<file path="src/rtl/button_event_encoder.sv">
// Debounced active-low push-buttons turned into a queue of press events.
// Sync -> per-button debounce -> pending bits -> priority arbiter -> FIFO.
module button_event_encoder #(
  parameter int NUM_BTN         = 5,
  parameter int DEBOUNCE_CYCLES = 1000000,
  parameter int FIFO_DEPTH      = 4
) (
  input  logic               clk,
  input  logic               reset,
  input  logic [NUM_BTN-1:0] btn_n,
  output logic [NUM_BTN-1:0] pressed_level,
  output logic               evt_valid,
  input  logic               evt_ready,
  output logic [2:0]         evt_id,
  output logic               overflow,
  input  logic               clear_overflow
);

  localparam int CW = $clog2(DEBOUNCE_CYCLES + 1);
  localparam int AW = (FIFO_DEPTH > 1) ? $clog2(FIFO_DEPTH) : 1;
  localparam logic [CW-1:0] CMAX = CW'(DEBOUNCE_CYCLES - 1);
  localparam logic [AW:0]   FULL = (AW+1)'(FIFO_DEPTH);

  logic [NUM_BTN-1:0]         r_sync1;
  logic [NUM_BTN-1:0]         r_sync2;
  logic [NUM_BTN-1:0]         r_stable;
  logic [NUM_BTN-1:0]         r_level;
  logic [NUM_BTN-1:0]         r_pending;
  logic [NUM_BTN-1:0][CW-1:0] r_cnt;
  logic [2:0]                 r_mem [FIFO_DEPTH];
  logic [AW-1:0]              r_wr_ptr;
  logic [AW-1:0]              r_rd_ptr;
  logic [AW:0]                r_count;
  logic                       r_evt_valid;
  logic [2:0]                 r_evt_id;
  logic                       r_overflow;

  logic [NUM_BTN-1:0] w_press;
  logic [NUM_BTN-1:0] w_done;
  logic [NUM_BTN-1:0] w_rise;
  logic [NUM_BTN-1:0] w_loss;
  logic [NUM_BTN-1:0] w_sel;
  logic [NUM_BTN-1:0] w_pending_next;
  logic [2:0]         w_idx;
  logic               w_full;
  logic               w_wr;
  logic               w_pop;
  logic [AW-1:0]      w_head_ptr;
  logic [AW:0]        w_left;

  always_comb begin
    w_press = ~r_sync2;
    for (int i = 0; i < NUM_BTN; i++) begin
      w_done[i] = (w_press[i] != r_stable[i]) && (r_cnt[i] == CMAX);
    end
    w_rise = w_done & ~r_stable;
    w_loss = w_rise & r_pending;
    w_idx  = '0;
    w_sel  = '0;
    // Descending scan so the lowest set index is the last one kept.
    for (int i = NUM_BTN - 1; i >= 0; i--) begin
      if (r_pending[i]) begin
        w_idx    = 3'(i);
        w_sel    = '0;
        w_sel[i] = 1'b1;
      end
    end
    w_full = (r_count == FULL);
    w_wr   = (|r_pending) && !w_full;
    w_pop  = r_evt_valid && evt_ready;
    w_pending_next = (r_pending & ~(w_wr ? w_sel : '0))
                   | (w_rise & ~r_pending);
    w_head_ptr = r_rd_ptr + AW'(w_pop);
    // Head register sees the FIFO before this cycle's write.
    w_left = r_count - (AW+1)'(w_pop);
  end

  always_ff @(posedge clk) begin
    if (w_wr) r_mem[r_wr_ptr] <= w_idx;
  end

  always_ff @(posedge clk or posedge reset) begin
    if (reset) begin
      r_sync1     <= '1;
      r_sync2     <= '1;
      r_stable    <= '0;
      r_level     <= '0;
      r_pending   <= '0;
      r_cnt       <= '0;
      r_wr_ptr    <= '0;
      r_rd_ptr    <= '0;
      r_count     <= '0;
      r_evt_valid <= 1'b0;
      r_evt_id    <= '0;
      r_overflow  <= 1'b0;
    end else begin
      r_sync1 <= btn_n;
      r_sync2 <= r_sync1;
      for (int i = 0; i < NUM_BTN; i++) begin
        if (w_press[i] == r_stable[i] || w_done[i]) r_cnt[i] <= '0;
        else r_cnt[i] <= r_cnt[i] + CW'(1);
      end
      r_stable  <= r_stable ^ w_done;
      r_level   <= r_stable;
      r_pending <= w_pending_next;
      if (w_wr)  r_wr_ptr <= r_wr_ptr + AW'(1);
      if (w_pop) r_rd_ptr <= r_rd_ptr + AW'(1);
      r_count <= r_count + (AW+1)'(w_wr) - (AW+1)'(w_pop);
      r_evt_valid <= (w_left != '0);
      r_evt_id    <= (w_left != '0) ? r_mem[w_head_ptr] : 3'd0;
      if (|w_loss) r_overflow <= 1'b1;
      else if (clear_overflow) r_overflow <= 1'b0;
    end
  end

  assign pressed_level = r_level;
  assign evt_valid     = r_evt_valid;
  assign evt_id        = r_evt_id;
  assign overflow      = r_overflow;

endmodule

</file>
<file path="config.mk">
export PLATFORM = sky130hd
export DESIGN_NAME = button_event_encoder
export DESIGN_NICKNAME = d
export VERILOG_FILES = /design/src/rtl/button_event_encoder.sv
export SDC_FILE = /design/constraint.sdc
export NUM_CORES = 1
export LEC_CHECK = 0
export BUFFER_PORTS_ARGS = -buffer_cell sky130_fd_sc_hd__buf_2
export CAP_MARGIN = 25
export CORE_MARGIN = 3
export CORE_UTILIZATION = 65
export CTS_BUF_LIST = sky130_fd_sc_hd__clkbuf_8
export CTS_CLUSTER_DIAMETER = 150
export DETAILED_ROUTE_END_ITERATION = 10
export GPL_ROUTABILITY_DRIVEN = 0
export PLACE_DENSITY = 0.91
export SYNTH_ARGS = -nofsm -noshare
export SYNTH_HDL_FRONTEND = slang
export SYNTH_SLANG_ARGS = --single-unit
</file>
<file path="constraint.sdc">
create_clock -name clk -period 4.9 [get_ports clk]
set_input_delay 0.245 -clock clk [delete_from_list [all_inputs] [get_ports clk]]
set_output_delay 0.245 -clock clk [all_outputs]
set_load 0.05 [all_outputs]
</file>
==> report_table.html <==
<table>
<tr><th>Metric</th><th>Value</th></tr>
<tr><th colspan="2">Critical path</th></tr>
<tr><td>Data arrival time at the worst-slack endpoint</td><td>about 3.0 ns</td></tr>
<tr><td>Path type of the worst setup path</td><td>reg -&gt; reg</td></tr>
<tr><td>Reg-to-Reg End</td><td>r_count[2]</td></tr>
<tr><td>Kind of end point of the critical path</td><td>register</td></tr>
<tr><td>Worst reg-to-reg setup slack</td><td>~2.3 ns</td></tr>
<tr><td>R2r startpoint</td><td>r_count[2]</td></tr>
<tr><td>Crit start category</td><td>register</td></tr>
<tr><td>Data required time of the worst path</td><td>5.27 ns</td></tr>
<tr><td>Max FO, Critical Path</td><td>10</td></tr>
<tr><td>R2R cell count</td><td>9</td></tr>
<tr><th colspan="2">Yosys</th></tr>
<tr><td>Top FF cell, synth</td><td>sky130_fd_sc_hd__dfrtp_1</td></tr>
<tr><td>Post-Syn Area</td><td>just under 0.007 mm²</td></tr>
<tr><td>Fraction of registers with async set or reset after synthesis</td><td>0.9195</td></tr>
<tr><td>Post-synthesis sequential area ratio</td><td>0.5484</td></tr>
<tr><td>Average footprint of a synthesized cell</td><td>between 10 and 15 µm²</td></tr>
<tr><td>Synth warn</td><td>0</td></tr>
<tr><td>Gate Count Post-Synth</td><td>~670</td></tr>
<tr><td>Post-synthesis net count</td><td>between 600 and 700</td></tr>
<tr><td>#FFs+latches synth</td><td>around 150</td></tr>
<tr><td>EDFF count, synth</td><td>12</td></tr>
<tr><td>Unique cell type count in the Yosys netlist</td><td>40</td></tr>
<tr><th colspan="2">Routing</th></tr>
<tr><td>Routed met2 length</td><td>between 6000 and 7000 µm</td></tr>
<tr><td>Number of vias per cell after detailed routing</td><td>around 6</td></tr>
<tr><td>Total met3 wirelength after detailed routing</td><td>between 500 and 600 µm</td></tr>
<tr><td>Met1 routed wirelength after detailed routing</td><td>between 5000 and 6000 µm</td></tr>
<tr><td>DRC Markers</td><td>0</td></tr>
<tr><td>Pre-antenna DRT Iters</td><td>5</td></tr>
<tr><td>Routed WL per cell</td><td>15.77 µm</td></tr>
<tr><td>Post-detailed-routing wire length</td><td>between 10,000 and 15,000 µm</td></tr>
<tr><td>Detailed router's first-iteration violation count</td><td>between 400 and 500</td></tr>
<tr><td>Top layer used by detailed routing</td><td>met4</td></tr>
<tr><td>Routed Antenna Nets</td><td>0</td></tr>
<tr><td>Via count</td><td>5,126</td></tr>
<tr><th colspan="2">Power and ir drop</th></tr>
<tr><td>Clock share of power</td><td>0.384</td></tr>
<tr><td>Internal Power</td><td>about 2 mW</td></tr>
<tr><td>Total power density per cell area</td><td>between 300 and 400 mW/mm²</td></tr>
<tr><td>Peak VDD IR</td><td>0.3703 mV</td></tr>
<tr><td>Reported net switching power</td><td>~680 µW</td></tr>
<tr><td>Combinational share of power</td><td>0.112</td></tr>
<tr><td>Sum of internal, switching and leakage power</td><td>2.647 mW</td></tr>
<tr><td>Leak</td><td>around 3.1 nW</td></tr>
<tr><td>Power share of the sequential group</td><td>0.504</td></tr>
<tr><td>Switching share of power</td><td>0.2565</td></tr>
<tr><th colspan="2">Placement</th></tr>
<tr><td>Worst slack, placed</td><td>2.308 ns</td></tr>
<tr><td>Detailed placer's ending HPWL</td><td>8918 µm</td></tr>
<tr><td>Quantity of I/O buffers inserted on ports</td><td>18</td></tr>
<tr><th colspan="2">Global routing</th></tr>
<tr><td>Via count of the first global-routing pass</td><td>about 5.0k</td></tr>
<tr><td>Global-route wire length before repair</td><td>between 20,000 and 25,000 µm</td></tr>
<tr><td>Largest net degree at the start of global routing</td><td>76</td></tr>
<tr><td>GRT Overall Usage</td><td>0.2437</td></tr>
<tr><td>Gr ovfl total</td><td>0</td></tr>
<tr><td>Number of antenna violations at the first check in global routing</td><td>0</td></tr>
<tr><th colspan="2">Clocking</th></tr>
<tr><td>CTS Buffer Depth</td><td>2</td></tr>
<tr><td>Latest clock arrival within the worst-skew pair</td><td>roughly 0.45 ns</td></tr>
<tr><td>H-tree depth</td><td>4</td></tr>
<tr><td>TritonCTS clock tree</td><td>yes</td></tr>
<tr><td>Number of buffers created by CTS</td><td>17</td></tr>
<tr><td>Clock-pin slew on the worst setup and hold paths</td><td>around 0.080 ns</td></tr>
<tr><td>Post-CTS setup buffers</td><td>0</td></tr>
<tr><td>Clk root buf</td><td>sky130_fd_sc_hd__clkbuf_8</td></tr>
<tr><td>Clk sinks</td><td>around 150</td></tr>
<tr><th colspan="2">Final layout</th></tr>
<tr><td>Multi-input combinational cell area</td><td>0.002908 mm²</td></tr>
<tr><td>Layout net count</td><td>724</td></tr>
<tr><td>Number of filler instances in the final layout</td><td>about 670</td></tr>
<tr><td>Fin util</td><td>0.7394</td></tr>
<tr><td>Fraction of final layout cells sized beyond drive strength 1</td><td>0.1044</td></tr>
<tr><td>Area growth from synthesis to layout</td><td>10.61%</td></tr>
<tr><td>Antenna fix cells</td><td>0</td></tr>
<tr><td>Sequential Area</td><td>~0.0038 mm²</td></tr>
<tr><th colspan="2">Worst hold path</th></tr>
<tr><td>Number of stages on the worst hold path</td><td>4</td></tr>
<tr><td>HP Start</td><td>clear_overflow</td></tr>
<tr><td>HP Class</td><td>in -&gt; reg</td></tr>
<tr><td>Endpoint, Worst Hold</td><td>overflow</td></tr>
<tr><th colspan="2">STA</th></tr>
<tr><td>Final count of negative-setup-slack endpoints</td><td>0</td></tr>
<tr><td>Fin. Hold Viols</td><td>0</td></tr>
<tr><td>Achievable clock frequency</td><td>roughly 0.38 GHz</td></tr>
<tr><td>Accumulated negative setup slack</td><td>0 ns</td></tr>
<tr><td>Number of max-slew violations in the final report</td><td>0</td></tr>
<tr><td>Final critical-path required period</td><td>2.646 ns</td></tr>
<tr><td>Worst max-slew margin expressed relative to the limit</td><td>0.5323</td></tr>
<tr><td>Layout Skew</td><td>0.01495 ns</td></tr>
<tr><td>Transition at the pin with the smallest max-transition slack</td><td>0.7015 ns</td></tr>
<tr><td>PnR worst setup slack</td><td>~2.3 ns</td></tr>
<tr><td>RSZ-0062 raised after global routing</td><td>false</td></tr>
<tr><td>Final worst hold slack</td><td>around 0.12 ns</td></tr>
<tr><td>Part of the cycle the worst path needs</td><td>0.5400</td></tr>
<tr><th colspan="2">Floorplanning</th></tr>
<tr><td>Core footprint</td><td>between 0.01 and 0.015 mm²</td></tr>
<tr><td>Initial Utilization</td><td>0.6684</td></tr>
<tr><td>Die width</td><td>approximately 110 µm</td></tr>
<tr><td>Io pins</td><td>19</td></tr>
<tr><td>Number of core rows</td><td>37</td></tr>
<tr><td>Height of the die</td><td>approximately 110 µm</td></tr>
<tr><td>Floorplan die area</td><td>about 0.012 mm²</td></tr>
<tr><th colspan="2">Run</th></tr>
<tr><td>Max-cap viol count</td><td>0</td></tr>
<tr><th colspan="2">Run status</th></tr>
<tr><td>Outcome</td><td>completed</td></tr>
</table>
## registers in the layout, indices dropped and copies added, names as in the netlist
register / cells
pressed_level: 5
r_rd_ptr: 2
r_mem: 12
overflow: 1
r_sync2: 5
evt_valid: 1
r_pending: 5
r_cnt: 100
r_sync1: 5
r_count: 3
r_stable: 5
evt_id: 3
r_wr_ptr: 2
## power by group through the flow
stage          clock network, mW  logic [mW]  registers, mW
6_report                    1.02       0.298           1.33
4_1_cts                     1.03       0.303           1.33
5_1_grt                     1.09       0.333           1.34
3_5_place_dp                   0       0.293           1.36
2_1_floorplan                  0       0.168           1.41
3_3_place_gp                   0       0.273           1.35
## layer usage
layer / GRT usage / up-vias
met2: 0.4211 / 147
met5: 0 / -
met4: 0.08014 / 0
li1: - / 2400
met3: 0.06039 / 24
met1: 0.3015 / 2555
## synthesized netlist by cell type (12+ instances only)
cell	instances	area (µm²)
sky130_fd_sc_hd__nand4_1	25	156.4
sky130_fd_sc_hd__nor4_1	16	100.1
sky130_fd_sc_hd__nor2_1	99	371.6
sky130_fd_sc_hd__ha_1	18	225.2
sky130_fd_sc_hd__nor3_1	21	105.1
sky130_fd_sc_hd__dfrtp_1	127	3178
sky130_fd_sc_hd__xnor2_1	53	464.2
sky130_fd_sc_hd__nand3_1	34	170.2
sky130_fd_sc_hd__o21ai_0	13	65.06
sky130_fd_sc_hd__o31ai_1	12	90.09
sky130_fd_sc_hd__or4_1	15	112.6
sky130_fd_sc_hd__a21oi_1	27	135.1
sky130_fd_sc_hd__edfxtp_1	12	360.4
sky130_fd_sc_hd__clkbuf_1	13	48.80
sky130_fd_sc_hd__nand2_1	32	120.1
sky130_fd_sc_hd__xor2_1	24	210.2
sky130_fd_sc_hd__inv_1	45	168.9
## per-stage QoR
| stage | area (µm²) | instances |
|---|---|---|
| after floorplan | 6932 | 665 |
| after global placement | 7148 | 806 |
| after detailed placement | 7176 | 807 |
| after CTS | 7667 | 845 |
| after global routing | 7667 | 845 |
| final | 7667 | 845 |
## critical path, stage by stage, from the launching register on
cell and delay, ns:
sky130_fd_sc_hd__dfrtp_1 0.43, sky130_fd_sc_hd__and3_1 0.24, sky130_fd_sc_hd__nor2_1 0.54, sky130_fd_sc_hd__inv_1 0.10, sky130_fd_sc_hd__ha_1 0.30, sky130_fd_sc_hd__inv_1 0.04, sky130_fd_sc_hd__ha_1 0.18, sky130_fd_sc_hd__fa_1 0.39
sky130_fd_sc_hd__xnor2_1 0.22, sky130_fd_sc_hd__xnor2_1 0.14
## layout by cell type (no fill, tap or decap), types with 18 or more instances in the layout
cell                       netlist  final
sky130_fd_sc_hd__inv_1          45     46
sky130_fd_sc_hd__a21oi_1        27     27
sky130_fd_sc_hd__buf_2           1     18
sky130_fd_sc_hd__dfrtp_1       127    127
sky130_fd_sc_hd__nand4_1        25     25
sky130_fd_sc_hd__xor2_1         24     24
sky130_fd_sc_hd__nand3_1        34     34
sky130_fd_sc_hd__nor3_1         21     21
sky130_fd_sc_hd__clkbuf_8        0     18
sky130_fd_sc_hd__nand2_1        32     32
sky130_fd_sc_hd__nor2_1         99     99
sky130_fd_sc_hd__xnor2_1        53     53
sky130_fd_sc_hd__ha_1           18     18
## cells by family (layout without fill, tap and decap cells)
family | Yosys count | in the layout | synth area share
buffers and inverters | 59 | 103 | 0.03213
xor gates and xnor gates | 77 | 77 | 0.09729
and+or+nand+nor | 293 | 293 | 0.2186
AOI/OAI and AO/OA | 64 | 64 | 0.05686
muxes | 4 | 4 | 0.01137
DFF | 149 | 149 | 0.5484
adders and majority gates | 19 | 19 | 0.03538
## how the worst max path moves through the flow
| stage | cells past startpoint | start | to |
|---|---|---|---|
| floorplan | 1 | reset | evt_id[0] |
| global placement | 10 | r_pending[2] | r_count[2] |
| detailed placement | 10 | r_pending[0] | r_count[2] |
| CTS | 9 | r_count[2] | r_count[2] |
| global route | 10 | r_pending[0] | r_count[2] |
| finish | 9 | r_count[2] | r_count[2] |
## cell type report
cell class              instances  share of cell area
clock buffers                  18             0.03231
clock inverters                14             0.02399
inverters                      45             0.02236
multi-input cells             457              0.3792
flip-flops and latches        149              0.4958
well taps                     136             0.02219
repair buffers                 26             0.02415
## repair_timing
item	in CTS	in global routing
hold endpoints to repair	22	0
hold buffers	6	0
gates resized for setup	0	0
Power figures use the tool's default switching activity.
